[src/rtl/vga_fml_arbiter_if.sv]
// Bus bundle between the VGA fetch, the CPU bridge, the FML controller and the arbiter.
// slave = arbiter view, master = the requesters and memory around it.
interface vga_fml_arbiter_if;
  logic [17:1] vid_adr_i;
  logic        vid_stb_i;
  logic        vid_ack_o;
  logic        vid_valid_o;
  logic [15:0] vid_dat_o;
  logic [17:1] cpu_adr_i;
  logic        cpu_stb_i;
  logic        cpu_we_i;
  logic [1:0]  cpu_sel_i;
  logic [15:0] cpu_dat_i;
  logic [15:0] cpu_dat_o;
  logic        cpu_ack_o;
  logic [17:1] fml_adr_o;
  logic        fml_stb_o;
  logic        fml_we_o;
  logic [1:0]  fml_sel_o;
  logic [15:0] fml_do_o;
  logic [15:0] fml_di_i;
  logic        fml_ack_i;
  logic [1:0]  grant_o;

  modport slave (
    input  vid_adr_i, vid_stb_i, cpu_adr_i, cpu_stb_i, cpu_we_i, cpu_sel_i, cpu_dat_i,
           fml_di_i, fml_ack_i,
    output vid_ack_o, vid_valid_o, vid_dat_o, cpu_dat_o, cpu_ack_o,
           fml_adr_o, fml_stb_o, fml_we_o, fml_sel_o, fml_do_o, grant_o
  );

  modport master (
    output vid_adr_i, vid_stb_i, cpu_adr_i, cpu_stb_i, cpu_we_i, cpu_sel_i, cpu_dat_i,
           fml_di_i, fml_ack_i,
    input  vid_ack_o, vid_valid_o, vid_dat_o, cpu_dat_o, cpu_ack_o,
           fml_adr_o, fml_stb_o, fml_we_o, fml_sel_o, fml_do_o, grant_o
  );
endinterface

[src/rtl/vga_fml_arbiter.sv]
// Shares one burst FML port between VGA display fetch (priority) and the CPU bridge,
// with a streak limit so a waiting CPU gets a slot after MAX_VID_RUN video bursts.
module vga_fml_arbiter #(
  parameter int BURST_LEN   = 8,
  parameter int MAX_VID_RUN = 2
) (
  input logic              clk,
  input logic              rst,
  vga_fml_arbiter_if.slave bus
);
  localparam int CW = $clog2(BURST_LEN);
  localparam int SW = $clog2(MAX_VID_RUN + 1);
  localparam logic [SW-1:0] MAXR = SW'(MAX_VID_RUN);
  localparam logic [CW-1:0] LAST = CW'(BURST_LEN - 1);

  typedef enum logic [1:0] {IDLE, REQ, BURST} state_t;

  state_t        r_state, w_next;
  logic [1:0]    r_grant;          // {cpu, vid}
  logic [CW-1:0] r_beat;
  logic [SW-1:0] r_streak;
  logic          r_gap;
  logic [17:1]   r_adr;
  logic          r_we;
  logic [1:0]    r_sel;
  logic [15:0]   r_dat;
  logic [15:0]   r_cpu_dat;
  logic          w_arb, w_pick_vid, w_pick_cpu, w_ack, w_last;

  // The IDLE cycle right after a burst is a turnaround slot: no arbitration in it.
  assign w_arb      = (r_state == IDLE) && !r_gap;
  assign w_pick_vid = bus.vid_stb_i && (!bus.cpu_stb_i || (r_streak < MAXR));
  assign w_pick_cpu = !w_pick_vid && bus.cpu_stb_i;
  assign w_ack      = (r_state == REQ) && bus.fml_ack_i;
  assign w_last     = (r_state == BURST) && (r_beat == LAST);

  always_ff @(posedge clk) begin
    if (rst) r_state <= IDLE;
    else     r_state <= w_next;
  end

  always_comb begin
    w_next = r_state;
    case (r_state)
      IDLE:    if (w_arb && (bus.vid_stb_i || bus.cpu_stb_i)) w_next = REQ;
      REQ:     if (bus.fml_ack_i) w_next = BURST;
      BURST:   if (w_last) w_next = IDLE;
      default: w_next = IDLE;
    endcase
  end

  always_ff @(posedge clk) begin
    if (rst) begin
      r_grant   <= '0;
      r_beat    <= '0;
      r_streak  <= '0;
      r_gap     <= 1'b0;
      r_adr     <= '0;
      r_we      <= 1'b0;
      r_sel     <= '0;
      r_dat     <= '0;
      r_cpu_dat <= '0;
    end else begin
      if (w_arb && w_pick_vid) begin
        r_grant  <= 2'b01;
        r_adr    <= bus.vid_adr_i;
        r_we     <= 1'b0;
        r_sel    <= 2'b11;
        r_dat    <= '0;
        // Only counts while the CPU is kept waiting; cannot pass MAXR here.
        r_streak <= bus.cpu_stb_i ? r_streak + 1'b1 : '0;
      end else if (w_arb && w_pick_cpu) begin
        r_grant  <= 2'b10;
        r_adr    <= bus.cpu_adr_i;
        r_we     <= bus.cpu_we_i;
        r_sel    <= bus.cpu_sel_i;
        r_dat    <= bus.cpu_dat_i;
        r_streak <= '0;
      end
      if (w_ack)                  r_beat <= CW'(1);
      else if (r_state == BURST)  r_beat <= r_beat + 1'b1;
      r_gap <= w_last;
      if (w_ack && r_grant[1] && !r_we) r_cpu_dat <= bus.fml_di_i;
    end
  end

  always_comb begin
    bus.grant_o     = '0;
    bus.fml_adr_o   = '0;
    bus.fml_stb_o   = 1'b0;
    bus.fml_we_o    = 1'b0;
    bus.fml_sel_o   = '0;
    bus.fml_do_o    = '0;
    bus.vid_ack_o   = 1'b0;
    bus.vid_valid_o = 1'b0;
    bus.vid_dat_o   = '0;
    bus.cpu_ack_o   = 1'b0;
    bus.cpu_dat_o   = r_cpu_dat;
    if (r_state != IDLE) begin
      bus.grant_o   = r_grant;
      bus.fml_adr_o = r_adr;
      bus.fml_stb_o = (r_state == REQ);
      bus.fml_we_o  = r_we;
      bus.fml_do_o  = r_dat;
      // CPU byte enables only on beat 0 so a write touches exactly one word.
      bus.fml_sel_o = ((r_state == REQ) || r_grant[0]) ? r_sel : 2'b00;
      if (r_grant[0]) begin
        bus.vid_ack_o   = w_ack;
        bus.vid_valid_o = w_ack || (r_state == BURST);
        bus.vid_dat_o   = bus.vid_valid_o ? bus.fml_di_i : '0;
      end else begin
        bus.cpu_ack_o = w_ack;
        if (w_ack && !r_we) bus.cpu_dat_o = bus.fml_di_i;
      end
    end
  end
endmodule

[src/flat_wrapper.sv]
// flat-port wrapper written by rule: the top's interface ports become plain ports
module vga_fml_arbiter_flat 
#(
  parameter int BURST_LEN   = 8,
  parameter int MAX_VID_RUN = 2
)
  (clk, rst, bus_vid_adr_i, bus_vid_stb_i, bus_cpu_adr_i, bus_cpu_stb_i, bus_cpu_we_i, bus_cpu_sel_i, bus_cpu_dat_i, bus_fml_di_i, bus_fml_ack_i, bus_vid_ack_o, bus_vid_valid_o, bus_vid_dat_o, bus_cpu_dat_o, bus_cpu_ack_o, bus_fml_adr_o, bus_fml_stb_o, bus_fml_we_o, bus_fml_sel_o, bus_fml_do_o, bus_grant_o);
  vga_fml_arbiter_if bus_i ();
  input logic clk;
  input logic rst;
  input wire logic [$bits(bus_i.vid_adr_i)-1:0] bus_vid_adr_i;
  input wire logic [$bits(bus_i.vid_stb_i)-1:0] bus_vid_stb_i;
  input wire logic [$bits(bus_i.cpu_adr_i)-1:0] bus_cpu_adr_i;
  input wire logic [$bits(bus_i.cpu_stb_i)-1:0] bus_cpu_stb_i;
  input wire logic [$bits(bus_i.cpu_we_i)-1:0] bus_cpu_we_i;
  input wire logic [$bits(bus_i.cpu_sel_i)-1:0] bus_cpu_sel_i;
  input wire logic [$bits(bus_i.cpu_dat_i)-1:0] bus_cpu_dat_i;
  input wire logic [$bits(bus_i.fml_di_i)-1:0] bus_fml_di_i;
  input wire logic [$bits(bus_i.fml_ack_i)-1:0] bus_fml_ack_i;
  output wire logic [$bits(bus_i.vid_ack_o)-1:0] bus_vid_ack_o;
  output wire logic [$bits(bus_i.vid_valid_o)-1:0] bus_vid_valid_o;
  output wire logic [$bits(bus_i.vid_dat_o)-1:0] bus_vid_dat_o;
  output wire logic [$bits(bus_i.cpu_dat_o)-1:0] bus_cpu_dat_o;
  output wire logic [$bits(bus_i.cpu_ack_o)-1:0] bus_cpu_ack_o;
  output wire logic [$bits(bus_i.fml_adr_o)-1:0] bus_fml_adr_o;
  output wire logic [$bits(bus_i.fml_stb_o)-1:0] bus_fml_stb_o;
  output wire logic [$bits(bus_i.fml_we_o)-1:0] bus_fml_we_o;
  output wire logic [$bits(bus_i.fml_sel_o)-1:0] bus_fml_sel_o;
  output wire logic [$bits(bus_i.fml_do_o)-1:0] bus_fml_do_o;
  output wire logic [$bits(bus_i.grant_o)-1:0] bus_grant_o;
  assign bus_i.vid_adr_i = bus_vid_adr_i;
  assign bus_i.vid_stb_i = bus_vid_stb_i;
  assign bus_i.cpu_adr_i = bus_cpu_adr_i;
  assign bus_i.cpu_stb_i = bus_cpu_stb_i;
  assign bus_i.cpu_we_i = bus_cpu_we_i;
  assign bus_i.cpu_sel_i = bus_cpu_sel_i;
  assign bus_i.cpu_dat_i = bus_cpu_dat_i;
  assign bus_i.fml_di_i = bus_fml_di_i;
  assign bus_i.fml_ack_i = bus_fml_ack_i;
  assign bus_vid_ack_o = bus_i.vid_ack_o;
  assign bus_vid_valid_o = bus_i.vid_valid_o;
  assign bus_vid_dat_o = bus_i.vid_dat_o;
  assign bus_cpu_dat_o = bus_i.cpu_dat_o;
  assign bus_cpu_ack_o = bus_i.cpu_ack_o;
  assign bus_fml_adr_o = bus_i.fml_adr_o;
  assign bus_fml_stb_o = bus_i.fml_stb_o;
  assign bus_fml_we_o = bus_i.fml_we_o;
  assign bus_fml_sel_o = bus_i.fml_sel_o;
  assign bus_fml_do_o = bus_i.fml_do_o;
  assign bus_grant_o = bus_i.grant_o;
  vga_fml_arbiter #(.BURST_LEN(BURST_LEN), .MAX_VID_RUN(MAX_VID_RUN)) u_core (.clk(clk), .rst(rst), .bus(bus_i));
endmodule
[config.mk]
export PLATFORM = sky130hd
export DESIGN_NAME = vga_fml_arbiter_flat
export DESIGN_NICKNAME = d
export VERILOG_FILES = /design/src/rtl/vga_fml_arbiter_if.sv /design/src/rtl/vga_fml_arbiter.sv /design/src/flat_wrapper.sv
export SDC_FILE = /design/constraint.sdc
export NUM_CORES = 1
export LEC_CHECK = 0
export CELL_PAD_IN_SITES_DETAIL_PLACEMENT = 0
export CELL_PAD_IN_SITES_GLOBAL_PLACEMENT = 1
export CORE_MARGIN = 2
export CORE_UTILIZATION = 32
export CTS_CLUSTER_SIZE = 12
export DETAILED_ROUTE_END_ITERATION = 10
export GPL_TIMING_DRIVEN = 0
export PLACE_DENSITY_LB_ADDON = 0.1
export SYNTH_ARGS = -nofsm -noshare
export SYNTH_HDL_FRONTEND = slang
export SYNTH_SLANG_ARGS = --single-unit
export TNS_END_PERCENT = 5
[constraint.sdc]
create_clock -name clk -period 3.7 [get_ports clk]
set_input_delay 0.555 -clock clk [delete_from_list [all_inputs] [get_ports clk]]
set_output_delay 0.555 -clock clk [all_outputs]
set_load 0.05 [all_outputs]
# After elaboration in Yosys (flattened, before gate mapping)
# Cells that the tools add are included.
# totals
ff_bits	62
input_bits	74
out_inout_bits	74
wordCells	81
# op_classes
addsub	2
order_cmp	1
n_eq_ne	6
mux	34
n_reduce_logical	26
# ops
cell	n
$mux W16	7
$mux W17	3
$mux W2	11
$mux W1	12
$logic_and A1 B1 Y1	11
$pmux W2 S3	1
$reduce_bool A2 Y1	3
$logic_not A1 Y1	4
$logic_or A1 B1 Y1	4
$ne A2 B2 Y1 const B	2
$reduce_or A2 Y1	2
$add A3 B1 Y3 const B	1
$eq A3 B3 Y1 const B	1
$reduce_and A3 Y1	1
$add A2 B1 Y2 const B	1
$eq A2 B1 Y1 const B	1
$eq A2 B2 Y1 const B	1
$logic_not A2 Y1	1
$lt A2 B2 Y1 const B	1
$ne A2 B1 Y1 const B	1

# Logic depth before layout (Yosys ltp)
# Gate-level depths: netlist of run 1.
# logic_depth
depth_word	8
depth_mapped	6
depth_no_buf	4

# Worst setup path before layout of run 1
# OpenSTA, ideal clock, no wires.
# synth_timing
path_type	reg2out
startpoint	register u_core.r_state[0]
endpoint	output bus_fml_sel_o[0]
arrival_ps	2194
required_ps	3145
slack_ps	951
path_stages_with_launch	5
n_path_buf	1
cell_sequence	dfxtp_1 -> buf_6 -> nor2b_1 -> a21oi_1 -> nor2b_1
# synth_via
elab_chain_cells	4
word_cells_on_any_way	5
classes_between	1 x eq/ne; 2 x mux; 2 x reduce/logical
# synth_lines
item	line_no	rtl
start, declared	vga_fml_arbiter.sv:18	state_t r_state, w_next;
start signal, assigned	vga_fml_arbiter.sv:39	else r_state <= w_next;
$eq A2 B1 Y1	vga_fml_arbiter.sv:106	bus.fml_sel_o = ((r_state == REQ) || r_grant[0]) ? r_sel : 2'b00;
$logic_or A1 B1 Y1	vga_fml_arbiter.sv:106	
$mux W2	vga_fml_arbiter.sv:106	
$mux W2 *	vga_fml_arbiter.sv:99	if (r_state != IDLE) begin
end, declared	flat_wrapper.sv:28	output wire logic [$bits(bus_i.fml_sel_o)-1:0] bus_fml_sel_o;
# Mark *: on every way between the ends. The rest lies on a longest branch, timed or not.

# Worst setup path in the final report of run 1
# layout_timing
startpoint	input bus_fml_ack_i
endpoint	output bus_cpu_dat_o[14]
# layout_via
elab_chain_cells	5
# layout_lines
item	line_no	rtl
start, declared	flat_wrapper.sv:19	input wire logic [$bits(bus_i.fml_ack_i)-1:0] bus_fml_ack_i;
$logic_and A1 B1 Y1	vga_fml_arbiter.sv:34	assign w_ack = (r_state == REQ) && bus.fml_ack_i;
$logic_and A1 B1 Y1	vga_fml_arbiter.sv:113	if (w_ack && !r_we) bus.cpu_dat_o = bus.fml_di_i;
$mux W16	vga_fml_arbiter.sv:113	
$mux W16	vga_fml_arbiter.sv:107	if (r_grant[0]) begin
$mux W16	vga_fml_arbiter.sv:99	
end, declared	flat_wrapper.sv:23	output wire logic [$bits(bus_i.cpu_dat_o)-1:0] bus_cpu_dat_o;
# No other way between the ends.

==> results.toml, run 1 <==
[yosys]
synth_area_in_compound_gates_pct = 23.9
synth.yosys.seq_area_share_pct = 38.2
postSynthAreaPerCell_um2 = 8.70
synth-async-reset-ratio_pct = 0
post_synth_and_or_nand_nor_area_fraction_pct = 22.8
synth_area_um2 = 3250
synth_flop_cell = "sky130_fd_sc_hd__dfxtp_1"
synth_edf_count = 0
yosys_cell_types = 44
synthesis.yosys.warnings = 0
flip_flop_and_latch_count_after_synthesis = 62
synth_xor_xnor_area_share_pct = 0
synth_adder_area_share_pct = 0.769
postSynthNetCount = 450
postSynthCellCount = 374
yosys-mux-area-fraction_pct = 5.54
synth_top_family_by_area = "compound AO/OA/AOI/OAI gates"

[cts]
path_clk_slew_ps = 60
cts.repair_timing.setup_buffer_count = 0
cts_max_level = 3
post_cts_resize_count = 0
tritoncts = "yes"
clkSinkCount = 62
cts-buffers-inserted = 9
ctsRootBufferMaster = "sky130_fd_sc_hd__clkbuf_8"
ctsLongestPathBuffers = 2
worst_skew_pair.late_latency_ps = 330
cts.hold.buffers_added = 0

[outcome]
status = "finished clean"

[worst_hold_path]
timing.hold.worst.start = "u_core.r_dat[7]"
worst_hold_path.endpoint = "u_core.r_dat[7]"
worstHoldPathType = "flip-flop to flip-flop"
worst_hold_path.num_cells = 2

[critical_path]
worstRegToRegCells = 6
critical_path_required_ps = 3140
critical_path.startpoint_type = "primary input"
worstPathCellList = "clkdlybuf4s50_1, nand4bb_1, buf_2, nor2_4, buf_4, mux2_2, clkdlybuf4s50_1"
critical_path.max_fanout = 10
critical_path.endpoint_type = "primary output"
worst_ep_arrival_time_ps = 3000
reg2reg_setup_slack_ps = 2040
path_common_cell = "sky130_fd_sc_hd__clkdlybuf4s50_1"
regToRegStartpoint = "u_core.r_state[0]"
critical-path-slowest-cell = "sky130_fd_sc_hd__clkdlybuf4s50_1"
critical-path-max-stage-delay_ps = 710
critPathKind = "primary input to primary output"
r2r-end = "u_core.r_dat[10]"

[global_route]
grt_pass1_wl_um = 16300
grt_use_met1_pct = 22.6
first_global_vias = 3225
gr-usage-all-layers_pct = 18.1
grtUsageMet2_pct = 30.8
global_route_hottest_layer = "met2"
global_route.usage.met3_pct = 4.24
globalRouteOverflowTotal = 0
number_of_antenna_violations_at_the_first_check_in_global_routing = 0
grt_max_degree = 11

[final_layout]
insertedDiodeCount = 0
layout.cell_area.non_filler_um2 = 5070
design.final.nets = 608
drive_above_1_share_pct = 14.0
n_fill_cell = 988
area_occupied_by_multi_input_gates_um2 = 1730
area.sequential_um2 = 1240
area_growth_pct = 55.8
post-route-util_pct = 51.6

[detailed_routing]
totalWireLength_um = 9790
drt.antenna.violating_nets = 0
vias_post_dr = 3295
routedWlPerCell_um = 14.7
vias_per_cell = 4.93
drt_drc_violations_left = 0
detailedRoute.firstIterationViolations = 107
detail_route.first_pass.iterations = 6

[pwr]
power.ir.vdd_worst_uv = 181
power.combinational.fraction_pct = 30.5
cellLeakagePower_nw = 1.92
switching_share_pct = 32.3
p_sw_uw = 593
fin_total_pwr_mw = 1.84
cellPowerDensity_nw_per_um2 = 362
pwr-share-seq_pct = 39.9
power_report.internal_total_mw = 1.24
clock_power_share_pct = 29.6

[floorplan]
dieHeight_um = 105
placement_rows = 36
die_width_um = 105
core_area_um2 = 9820
start_util_pct = 33.1
num_io_pins = 148
die_area_um2 = 11000

[sta]
worst_slew_margin_rel_pct = 61.8
finalCriticalPeriod_ps = 3550
timing.setup.tns_ps = 0
finalClockSkew_ps = 9.51
timing.fmax_mhz = 281
final_hold_viol_count = 0
rsz0062_at_grt = "no"
drv_slew = 0
finalHoldWorstSlack_ps = 460
setup_viol = 0
worstMarginPinSlew_ps = 571
fin_crit_sh_pct = 96.0

[place]
post-dp-hpwl_um = 7210
dpl_cell_area_um2 = 4890
finalWeightedCongestion = 0.728
numPortBuffers = 147

[run]
maxCapViolCount = 0
-- logic make-up after synthesis --
group,count (synthesis)
flip-flops,62
buffers and inverters,56
adder cells (fa/ha/maj),2
AO/OA/AOI/OAI,120
multiplexers,16
AND/OR/NAND/NOR,118
-- cells in the mapped netlist, types with 2 or more instances --
master,count,area [µm²]
sky130_fd_sc_hd__mux2_2,16,180
sky130_fd_sc_hd__ha_1,2,25.0
sky130_fd_sc_hd__nand2b_1,2,12.5
sky130_fd_sc_hd__clkbuf_1,12,45.0
sky130_fd_sc_hd__buf_1,3,11.3
sky130_fd_sc_hd__buf_6,6,67.6
sky130_fd_sc_hd__buf_4,4,30.0
sky130_fd_sc_hd__nor2b_1,26,163
sky130_fd_sc_hd__o221a_2,16,180
sky130_fd_sc_hd__inv_1,20,75.1
sky130_fd_sc_hd__o21ai_1,8,40.0
sky130_fd_sc_hd__o221a_1,3,33.8
sky130_fd_sc_hd__a2111oi_0,2,17.5
sky130_fd_sc_hd__o21a_1,2,15.0
sky130_fd_sc_hd__and2_1,16,100
sky130_fd_sc_hd__o21ai_0,25,125
sky130_fd_sc_hd__nand3_1,34,170
sky130_fd_sc_hd__nand2_1,5,18.8
sky130_fd_sc_hd__nor2_4,2,22.5
sky130_fd_sc_hd__dfxtp_1,62,1240
sky130_fd_sc_hd__nor2_1,8,30.0
sky130_fd_sc_hd__buf_2,9,45.0
sky130_fd_sc_hd__a31oi_1,16,100
sky130_fd_sc_hd__a21oi_1,41,205
sky130_fd_sc_hd__o21ai_2,2,17.5
sky130_fd_sc_hd__and2b_1,14,105
-- registers in the layout (all words and copies together) (netlist names) --
register	cells
u_core.r_adr	17
u_core.r_beat	3
u_core.r_cpu_dat	16
u_core.r_dat	16
u_core.r_gap	1
u_core.r_grant	2
u_core.r_sel	2
u_core.r_state	2
u_core.r_streak	2
u_core.r_we	1
-- worst max-delay path: cells and delay by family --
family,cells,cell delay (ps)
mux,1,350
simple gates,2,330
buf+inv,4,1760
-- how the worst max path moves through the flow --
| stage | start | endpoint | slack (ps) | depth (start not counted) |
|---|---|---|---|---|
| global placement | bus_fml_ack_i | bus_cpu_dat_o[5] | 150 | 7 |
| floorplan | u_core.r_state[0] | bus_fml_sel_o[0] | 950 | 4 |
| CTS | bus_fml_ack_i | bus_cpu_dat_o[14] | 140 | 7 |
| detailed placement | bus_fml_ack_i | bus_cpu_dat_o[14] | 150 | 7 |
| finish | bus_fml_ack_i | bus_cpu_dat_o[14] | 150 | 7 |
| global route | bus_fml_ack_i | bus_cpu_dat_o[10] | 4 | 7 |
-- area by class of cell --
class / instances / share of cell area, %
well taps: 133 / 3.28
inverters: 20 / 1.48
multi-input cells: 256 / 34.0
repair buffers: 147 / 29.1
clock buffers: 13 / 3.33
flip-flops and latches: 62 / 24.5
plain buffers: 36 / 4.17
clock inverters: 1 / 0.0988
-- routing by layer --
metal | part of all wire (%) | routed length (µm)
met5 | 0 | 0
met4 | 1.1 | 104
met2 | 47 | 4620
met3 | 6.0 | 586
met1 | 46 | 4480
-- power by group through the flow --
stage | clock [mW] | sequential [mW] | combinational, mW
2_1_floorplan | 0 | 0.740 | 0.352
3_3_place_gp | 0 | 0.747 | 0.563
3_5_place_dp | 0 | 0.748 | 0.565
4_1_cts | 0.558 | 0.733 | 0.567
5_1_grt | 0.591 | 0.738 | 0.602
6_report | 0.543 | 0.733 | 0.560
-- per-stage QoR --
stage / setup WS [ps] / instances
after floorplan: 951 / 374
after global placement: 148 / 654
after detailed placement: 154 / 654
after CTS: 143 / 668
after global routing: 4.31 / 668
final: 146 / 668
-- cells in the final DEF (no fill, tap or decap), drive strengths merged, types with 16 or more instances in the layout --
master	netlist	final
o21ai	35	35
mux2	16	16
nand3	34	34
a21oi	41	41
inv	20	20
nor2b	26	26
clkdlybuf4s50	0	146
and2	16	16
clkbuf	14	27
buf	22	22
dfxtp	62	62
a31oi	16	16
o221a	19	19
Note: power is estimated with default switching activity, not from simulation.
==> run 2: changes to the inputs <==
--- a/config.mk
+++ b/config.mk
@@ -5,6 +5,7 @@
 export SDC_FILE = /design/constraint.sdc
 export NUM_CORES = 1
 export LEC_CHECK = 0
+export CAP_MARGIN = 20
 export CELL_PAD_IN_SITES_DETAIL_PLACEMENT = 0
 export CELL_PAD_IN_SITES_GLOBAL_PLACEMENT = 1
 export CORE_MARGIN = 2
==> results of run 2 <==
No change in the layout: final DEF, timing and power equal those of run 1.
==> run 3: changes to the inputs <==
--- a/config.mk
+++ b/config.mk
@@ -12,8 +12,9 @@
 export CORE_UTILIZATION = 32
 export CTS_CLUSTER_SIZE = 12
 export DETAILED_ROUTE_END_ITERATION = 10
-export GPL_TIMING_DRIVEN = 0
+export GPL_TIMING_DRIVEN = 1
 export PLACE_DENSITY_LB_ADDON = 0.1
+export SKIP_CTS_REPAIR_TIMING = 1
 export SYNTH_ARGS = -nofsm -noshare
 export SYNTH_HDL_FRONTEND = slang
 export SYNTH_SLANG_ARGS = --single-unit
==> constraint.sdc (replaced) <==
create_clock -name clk -period 3.7 [get_ports clk]
set_input_delay 0.37 -clock clk [delete_from_list [all_inputs] [get_ports clk]]
set_output_delay 0.37 -clock clk [all_outputs]
set_load 0.05 [all_outputs]
==> run 3 against run 2 <==
Effect of this change: count of clock-buffer cells in the layout unchanged; maximum frequency up 8.9%; final area fell by 3.7%; combinational power is 7.7% lower; sequential power increased by 2%; die area unchanged; non-clock buffer count is 31 lower; first-iteration DRC count unchanged; global-route usage fell by 0.095 points; wire length rose by 0.12%; worst setup slack improved by 290 ps; clock skew grew 3.8 ps; critical path type is now flip-flop to primary output; largest cell class unchanged; largest power group unchanged.
==> results.toml, run 3 (synthesis gave the netlist of run 1 again) <==
[place]
finalWeightedCongestion = 0.753
post-dp-hpwl_um = 6470
numPortBuffers = 147
detailedPlace.worstSlack_ps = 594

[sta]
worst_slew_margin_rel_pct = 40.8
setup_viol = 0
timing.fmax_mhz = 306
fin_crit_sh_pct = 88.2
final_hold_viol_count = 0
worstMarginPinSlew_ps = 886
timing.setup.tns_ps = 0
finalWorstSetupSlack_ps = 437
finalClockSkew_ps = 13.3
rsz0062_at_grt = "no"
finalCriticalPeriod_ps = 3260
drv_slew = 0
finalHoldWorstSlack_ps = 466

[detailed_routing]
drt.antenna.violating_nets = 0
totalWireLength_um = 9800
vias_per_cell = 5.04
detail_route.first_pass.iterations = 5
detailedRoute.firstIterationViolations = 107
drt_drc_violations_left = 0
routedWlPerCell_um = 15.3
vias_post_dr = 3219

[cts]
cts-buffers-inserted = 9
ctsLongestPathBuffers = 2
cts_max_level = 3
tritoncts = "yes"
path_clk_slew_ps = 70
ctsRootBufferMaster = "sky130_fd_sc_hd__clkbuf_8"
clkSinkCount = 62
worst_skew_pair.late_latency_ps = 340

[pwr]
power.ir.vdd_worst_uv = 181
cellLeakagePower_nw = 1.85
cellPowerDensity_nw_per_um2 = 383

[outcome]
status = "finished clean"

[floorplan]
core_area_um2 = 9820
die_width_um = 105
dieHeight_um = 105
placement_rows = 36
start_util_pct = 33.1
num_io_pins = 148
die_area_um2 = 11000

[global_route]
number_of_antenna_violations_at_the_first_check_in_global_routing = 0
first_global_vias = 3246
grt_pass1_wl_um = 16100
grt_max_degree = 43
gr-usage-all-layers_pct = 18.0
globalRouteOverflowTotal = 0

[critical_path]
critical_path.endpoint_type = "primary output"
critical_path.startpoint_type = "flip-flop"
critical_path.max_fanout = 17
reg2reg_setup_slack_ps = 1370
critical-path-slowest-cell = "sky130_fd_sc_hd__clkdlybuf4s50_1"
worst_ep_arrival_time_ps = 2890
critPathKind = "flip-flop to primary output"
critical-path-max-stage-delay_ps = 810
critical_path_required_ps = 3330
worstPathCellList = "nand2b_1, a21boi_2, and2_1, clkdlybuf4s50_1"

[final_layout]
n_fill_cell = 980
drive_above_1_share_pct = 15.6
largest_reg_flops = 17
post-route-util_pct = 49.7
top_register = "u_core.r_adr"
largestRegisters = "u_core.r_adr x17, u_core.r_cpu_dat x16, u_core.r_dat x16"
most_common_cell_after_layout_fill_and_taps_aside = "sky130_fd_sc_hd__clkdlybuf4s50_1"
design.final.nets = 577
insertedDiodeCount = 0
area_growth_pct = 50.0
mostFrequentLayoutCells = "130 x sky130_fd_sc_hd__clkdlybuf4s50_1, 62 x sky130_fd_sc_hd__dfxtp_1, 41 x sky130_fd_sc_hd__a21oi_1"

[worst_hold_path]
worstHoldPathType = "flip-flop to flip-flop"

[run]
maxCapViolCount = 0
## run 3: layer usage
layer / routed length [µm] / global-route usage [%]
met5: 0 / 0
met4: 164 / 5.33
met3: 738 / 6.86
met2: 4550 / 29.0
met1: 4340 / 22.2
## run 3: through the flow
step / instance area (µm²) / instances / power (mW)
after floorplan: 3250 / 374 / 1.09
after CTS: 4880 / 639 / 1.89
after detailed placement: 4680 / 623 / 1.28
after global placement: 4680 / 623 / 1.27
final: 4880 / 639 / 1.87
after global routing: 4880 / 639 / 1.95
## run 3: cell type report
type                            count  area, µm²  area share [%]
Multi-Input combinational cell    256       1730            35.5
Timing Repair Buffer              152       1460            30.0
Sequential cell                    62       1240            25.4
Tap cell                          133        166            3.41
Clock buffer                       13        159            3.26
Inverter                           20       75.1            1.54
Clock inverter                      3       42.5           0.872
## run 3: report_power, final
| group | internal, mW | switching (mW) | total, mW |
|---|---|---|---|
| Sequential | 0.709 | 0.0348 | 0.744 |
| Combinational | 0.216 | 0.300 | 0.517 |
| Clock | 0.347 | 0.259 | 0.607 |
| Total | 1.27 | 0.594 | 1.87 |
## run 3: worst paths after layout
path                                          from  cells past startpoint          endpoint
worst max-delay path             u_core.r_state[1]                      4  bus_vid_dat_o[7]
worst min-delay path               u_core.r_dat[7]                      2   u_core.r_dat[7]
worst max register to register  u_core.r_streak[1]                      3   u_core.r_sel[0]
worst min register to register     u_core.r_dat[7]                      2   u_core.r_dat[7]
## run 3: worst max-delay path: cells and delay by family, from the launching register on
kind	cells	cell delay, ps
buffers and inverters	1	810
DFF	1	690
AOI/OAI and AO/OA	1	560
and+or+nand+nor	2	500
